## config.mk

```make
export PLATFORM = sky130hd
export DESIGN_NAME = instr_queue
export DESIGN_NICKNAME = d
export VERILOG_FILES = /design/src/rtl/instr_queue_pkg.sv /design/src/rtl/iq_fifo.sv /design/src/rtl/instr_queue.sv
export SDC_FILE = /design/constraint.sdc
export NUM_CORES = 1
export LEC_CHECK = 0
export BUFFER_PORTS_ARGS = -buffer_cell sky130_fd_sc_hd__clkbuf_2
export CAP_MARGIN = 30
export CORE_UTILIZATION = 50
export DETAILED_ROUTE_END_ITERATION = 6
export PLACE_DENSITY = 0.72
export REMOVE_ABC_BUFFERS = 1
export SLEW_MARGIN = 5
export SYNTH_ARGS = -nofsm -noshare
export SYNTH_HDL_FRONTEND = slang
export SYNTH_HIERARCHICAL = 1
export SYNTH_SLANG_ARGS = --single-unit
```

## constraint.sdc

```tcl
create_clock -name clk -period 6.6 [get_ports clk]
set_input_delay 0.66 -clock clk [delete_from_list [all_inputs] [get_ports clk]]
set_output_delay 0.66 -clock clk [all_outputs]
set_load 0.005 [all_outputs]
```

## src/rtl/instr_queue_pkg.sv

```systemverilog
// rtl/instr_queue_pkg.sv - shared widths, FSM encodings and reset constants for the instruction queue
package instr_queue_pkg;

  localparam int ADDR_W = 20;
  localparam int DATA_W = 16;

  typedef enum logic [1:0] {
    ST_IDLE    = 2'd0,
    ST_REQ     = 2'd1,
    ST_DISCARD = 2'd2
  } iq_state_t;

  localparam logic [15:0] RST_CS_DEFAULT = 16'hFFFF;
  localparam logic [15:0] RST_IP_DEFAULT = 16'h0000;

  // Segmented address: cs*16 + ip, truncated to the 20-bit physical space.
  function automatic logic [ADDR_W-1:0] phys_addr(input logic [15:0] cs, input logic [15:0] ip);
    return {cs, 4'b0000} + {4'b0000, ip};
  endfunction

endpackage

```

## src/rtl/iq_fifo.sv

```systemverilog
// rtl/iq_fifo.sv - byte FIFO with 0/1/2-byte push and 1-byte pop
module iq_fifo #(
  parameter int DEPTH = 6
) (
  input  logic                       clk,
  input  logic                       rst_n,
  input  logic                       clear,
  input  logic [1:0]                 push_n,
  input  logic [7:0]                 push_b0,
  input  logic [7:0]                 push_b1,
  input  logic                       pop,
  output logic [7:0]                 head,
  output logic                       valid,
  output logic [$clog2(DEPTH+1)-1:0] free
);

  localparam int PW = $clog2(DEPTH);
  localparam int CW = $clog2(DEPTH+1);

  logic [7:0]    mem [DEPTH];
  logic [PW-1:0] wptr, rptr, wptr_p1, wptr_p2;
  logic [CW-1:0] count;
  logic          pop_ok;

  function automatic logic [PW-1:0] wrap_inc(input logic [PW-1:0] p);
    return (p == PW'(DEPTH-1)) ? '0 : p + 1'b1;
  endfunction

  assign wptr_p1 = wrap_inc(wptr);
  assign wptr_p2 = wrap_inc(wptr_p1);
  assign pop_ok  = pop && (count != '0);
  assign valid   = (count != '0);
  assign head    = valid ? mem[rptr] : 8'h00;
  assign free    = CW'(DEPTH) - count;

  // Byte storage: first byte at the write pointer, second byte one slot after.
  always_ff @(posedge clk) begin
    if (!clear) begin
      if (push_n != 2'd0) mem[wptr]    <= push_b0;
      if (push_n == 2'd2) mem[wptr_p1] <= push_b1;
    end
  end

  // Pointers and occupancy; clear returns everything to the empty state.
  always_ff @(posedge clk or negedge rst_n) begin
    if (!rst_n) begin
      wptr  <= '0;
      rptr  <= '0;
      count <= '0;
    end else if (clear) begin
      wptr  <= '0;
      rptr  <= '0;
      count <= '0;
    end else begin
      case (push_n)
        2'd1:    wptr <= wptr_p1;
        2'd2:    wptr <= wptr_p2;
        default: wptr <= wptr;
      endcase
      if (pop_ok) rptr <= wrap_inc(rptr);
      count <= count + CW'(push_n) - CW'(pop_ok);
    end
  end

endmodule

```

## src/rtl/instr_queue.sv

```systemverilog
// rtl/instr_queue.sv - instruction prefetch queue: fetch FSM, address generation and byte queue
module instr_queue
  import instr_queue_pkg::*;
#(
  parameter int          DEPTH  = 6,
  parameter logic [15:0] RST_CS = RST_CS_DEFAULT
) (
  input  logic              clk,
  input  logic              rst_n,
  output logic              req,
  input  logic              ack,
  output logic              rw,
  output logic [ADDR_W-1:0] adr,
  output logic [DATA_W-1:0] dtw,
  input  logic [DATA_W-1:0] dtr,
  output logic [7:0]        q_byte,
  output logic              q_valid,
  input  logic              q_pop,
  output logic [15:0]       q_ip,
  input  logic              flush,
  input  logic [15:0]       flush_cs,
  input  logic [15:0]       flush_ip
);

  localparam int CW = $clog2(DEPTH+1);

  iq_state_t         state, state_nx;
  logic [15:0]       cs, fetch_ip;
  logic              fetch_odd;
  logic [CW-1:0]     free;
  logic              start, take, pop_ok;
  logic [1:0]        push_n;
  logic [7:0]        push_b0;
  logic [ADDR_W-1:0] pa;

  assign pa      = phys_addr(cs, fetch_ip);
  assign start   = (state == ST_IDLE) && !flush && (free >= CW'(2));
  assign take    = (state == ST_REQ) && ack && !flush;
  assign pop_ok  = q_pop && q_valid && !flush;
  assign push_n  = take ? (fetch_odd ? 2'd1 : 2'd2) : 2'd0;
  assign push_b0 = fetch_odd ? dtr[15:8] : dtr[7:0];
  assign req     = (state != ST_IDLE);
  assign rw      = 1'b1;
  assign dtw     = '0;

  iq_fifo #(.DEPTH(DEPTH)) u_fifo (
    .clk     (clk),
    .rst_n   (rst_n),
    .clear   (flush),
    .push_n  (push_n),
    .push_b0 (push_b0),
    .push_b1 (dtr[15:8]),
    .pop     (pop_ok),
    .head    (q_byte),
    .valid   (q_valid),
    .free    (free)
  );

  // Fetch FSM next state: a flush during an open request turns it into a discard.
  always_comb begin
    state_nx = state;
    case (state)
      ST_IDLE:    if (start) state_nx = ST_REQ;
      ST_REQ:     if (ack) state_nx = ST_IDLE;
                  else if (flush) state_nx = ST_DISCARD;
      ST_DISCARD: if (ack) state_nx = ST_IDLE;
      default:    state_nx = ST_IDLE;
    endcase
  end

  // Fetch FSM state register.
  always_ff @(posedge clk or negedge rst_n) begin
    if (!rst_n) state <= ST_IDLE;
    else        state <= state_nx;
  end

  // Segment/IP tracking; adr is captured at request start so it holds through any flush.
  always_ff @(posedge clk or negedge rst_n) begin
    if (!rst_n) begin
      cs        <= RST_CS;
      fetch_ip  <= RST_IP_DEFAULT;
      q_ip      <= RST_IP_DEFAULT;
      adr       <= '0;
      fetch_odd <= 1'b0;
    end else begin
      if (flush) begin
        cs       <= flush_cs;
        fetch_ip <= flush_ip;
        q_ip     <= flush_ip;
      end else begin
        if (take)   fetch_ip <= fetch_ip + (fetch_odd ? 16'd1 : 16'd2);
        if (pop_ok) q_ip     <= q_ip + 16'd1;
      end
      if (start) begin
        adr       <= pa & {{(ADDR_W-1){1'b1}}, 1'b0};
        fetch_odd <= fetch_ip[0];
      end
    end
  end

endmodule

```

==> summary.txt <==
Die W - 121 um
Die Area - 14600 um^2
Die height - 121 um
Non-Filler Instances - 898
Leak pwr - 3.37 nW
Clock Path Buffers - 2
Syn Inst Count - 606
Routed len/inst - 17.5 um
Clock skew - 0.0109 ns
Critical path, cell by cell - inv_1 > nor3_1 > nor2_1 > or4_1 > a21oi_1
Seq pwr share - 0.398
Post-route ant nets - 0
PwrDens - 321 nW/um^2
Worst Path Buf+Inv - 1
Port bufs - 97
Antenna violations before repair - 0
Via/cell ratio - 5.56
Starting Density - 0.512
Hold Path Class - in2async
Worst-margin pin slew - 0.973 ns
Core area - 13800 um^2
CTS H-tree depth - 4
Vias in the first global route - 4997
Crit-path slowest cell - a21oi_1
CP required - 6.64 ns
TritonCTS clock tree - built
Total Routed Length - 15700 um
Synthesized cell area - 7080 um^2
RSZ-0062 raised after global routing - false
Comb pwr share - 0.259
Post-placement cell count - 865
Area of the multi-input gates - 3420 um^2
Arrival time at the worst endpoint - 3.44 ns
CTS-repair resized insts - 0
Fmax - 294 MHz
Max cap viols - 0
Yosys warning count - 6
Post-route DRC - 0
Fin nets - 781
Psw - 0.779 mW
Num rows - 43
Final Max Slew Viols - 0
Largest net degree at the start of global routing - 80
First-pass GRT wire length - 25100 um
Clock Power Share - 0.343
P_int - 1.87 mW
Worst path depth - 5
Area growth syn-to-layout - 16.9%
Setup TNS - 0 ns
Min Hold Slack - 0.0842 ns
Reg2Reg Depth - 5
# hold bufs at CTS - 0
CP Capture Type - flop
Number of buffers created by CTS - 17
HPWL Detailed - 11000 um
Fin crit share - 0.516
N_diodes - 0
Pwr Total - 2.65 mW
Worst skew pair latency - 0.42 ns
GPL Wtd Cong - 0.833
CTS clk-pin slew, worst paths - 0.05 ns
Status - finished clean
Slew margin rel. - 0.351
Final hold vios - 0
CP startpoint kind - flop
Sinks on the clock net - 127
GRT overflow - 0
Largest incremental delay on the critical path - 0.79 ns
Register area - 3440 um^2
Worst ir drop on vdd - 195 uV
Worst-path maximum fanout - 12
R2r setup slk - 3.20 ns
Root buf cell - clkbuf_16
Share of layout cells above drive strength 1 - 0.364
I/O pins - 116
Postcts setup bufs - 0
Syn avg cell area - 11.7 um^2
All-Layer GR Usage - 0.229
Drt first pass iters - 4
Switching share of power - 0.294
Family with the most delay on the worst path - simple AND/OR/NAND/NOR gates
Initial DRC Count - 411
WS Path Type - reg2reg
Final Setup Violations - 0
Via Count - 4989
Minimum clock period - 3.40 ns
# fillers - 1111
[placed cells by master (no fill, tap or decap), types with 20 or more instances in the layout]
cell type	n
clkbuf_2	96
ha_1	20
o21ai_0	25
nand2_1	34
a21oi_1	39
edfxtp_1	48
mux2_2	95
xnor2_1	31
dfrtp_1	63
nor2_1	37
mux2i_1	21
[worst paths after layout]
kind,from,end
max in group asynchronous,rst_n,cs[1]
max reg2reg,fetch_odd,u_fifo/mem[0][0]
min,rst_n,adr[18]
max,fetch_odd,u_fifo/mem[0][0]
min reg2reg,adr[18],adr[18]
min in group clk,flush_cs[15],cs[15]
[flip-flops by register name, indices dropped and copies added, names as in the netlist]
register	count
cs	16
state	2
fetch_ip	16
u_fifo/mem	48
u_fifo/wptr	3
q_ip	16
u_fifo/count	3
u_fifo/rptr	3
fetch_odd	1
adr	19
[routing by layer]
layer / vias up / GRT usage / share of wire
li1: 2358 / - / -
met2: 146 / 0.414 / 0.54
met4: 0 / 0.0810 / 0.016
met5: - / 0 / 0
met3: 22 / 0.0602 / 0.047
met1: 2463 / 0.258 / 0.39
[power groups by stage]
stage / combinational (mW) / sequential [mW] / clock [mW]
after floorplan: 0.442 / 1.05 / 0
after global routing: 0.769 / 1.07 / 0.960
after detailed placement: 0.679 / 1.07 / 0
final: 0.687 / 1.06 / 0.912
after CTS: 0.689 / 1.06 / 0.928
after global placement: 0.659 / 1.06 / 0
[worst register-to-register path, stage by stage (launching register included)]
cell and delay [ns]:
dfrtp_1 0.70, inv_1 0.19, nor3_1 0.75, nor2_1 0.16
or4_1 0.44, a21oi_1 0.79
[layout make-up]
type / instances / share of cell area
well taps: 180 / 0.0272
repair buffers: 103 / 0.0665
flip-flops and latches: 127 / 0.415
inverters: 16 / 0.00725
clock buffers: 29 / 0.0691
multi-input cells: 440 / 0.413
clock inverters: 3 / 0.00196
[per-stage QoR]
step	worst slack (ns)	cell area, um^2	utilization
3_3_place_gp	3.15	7650	0.553
5_1_grt	2.94	8280	0.599
3_5_place_dp	3.06	7660	0.554
2_1_floorplan	3.76	6910	-
4_1_cts	3.21	8250	0.597
6_report	3.20	8280	0.599
Note: power is estimated with default switching activity, not from simulation.
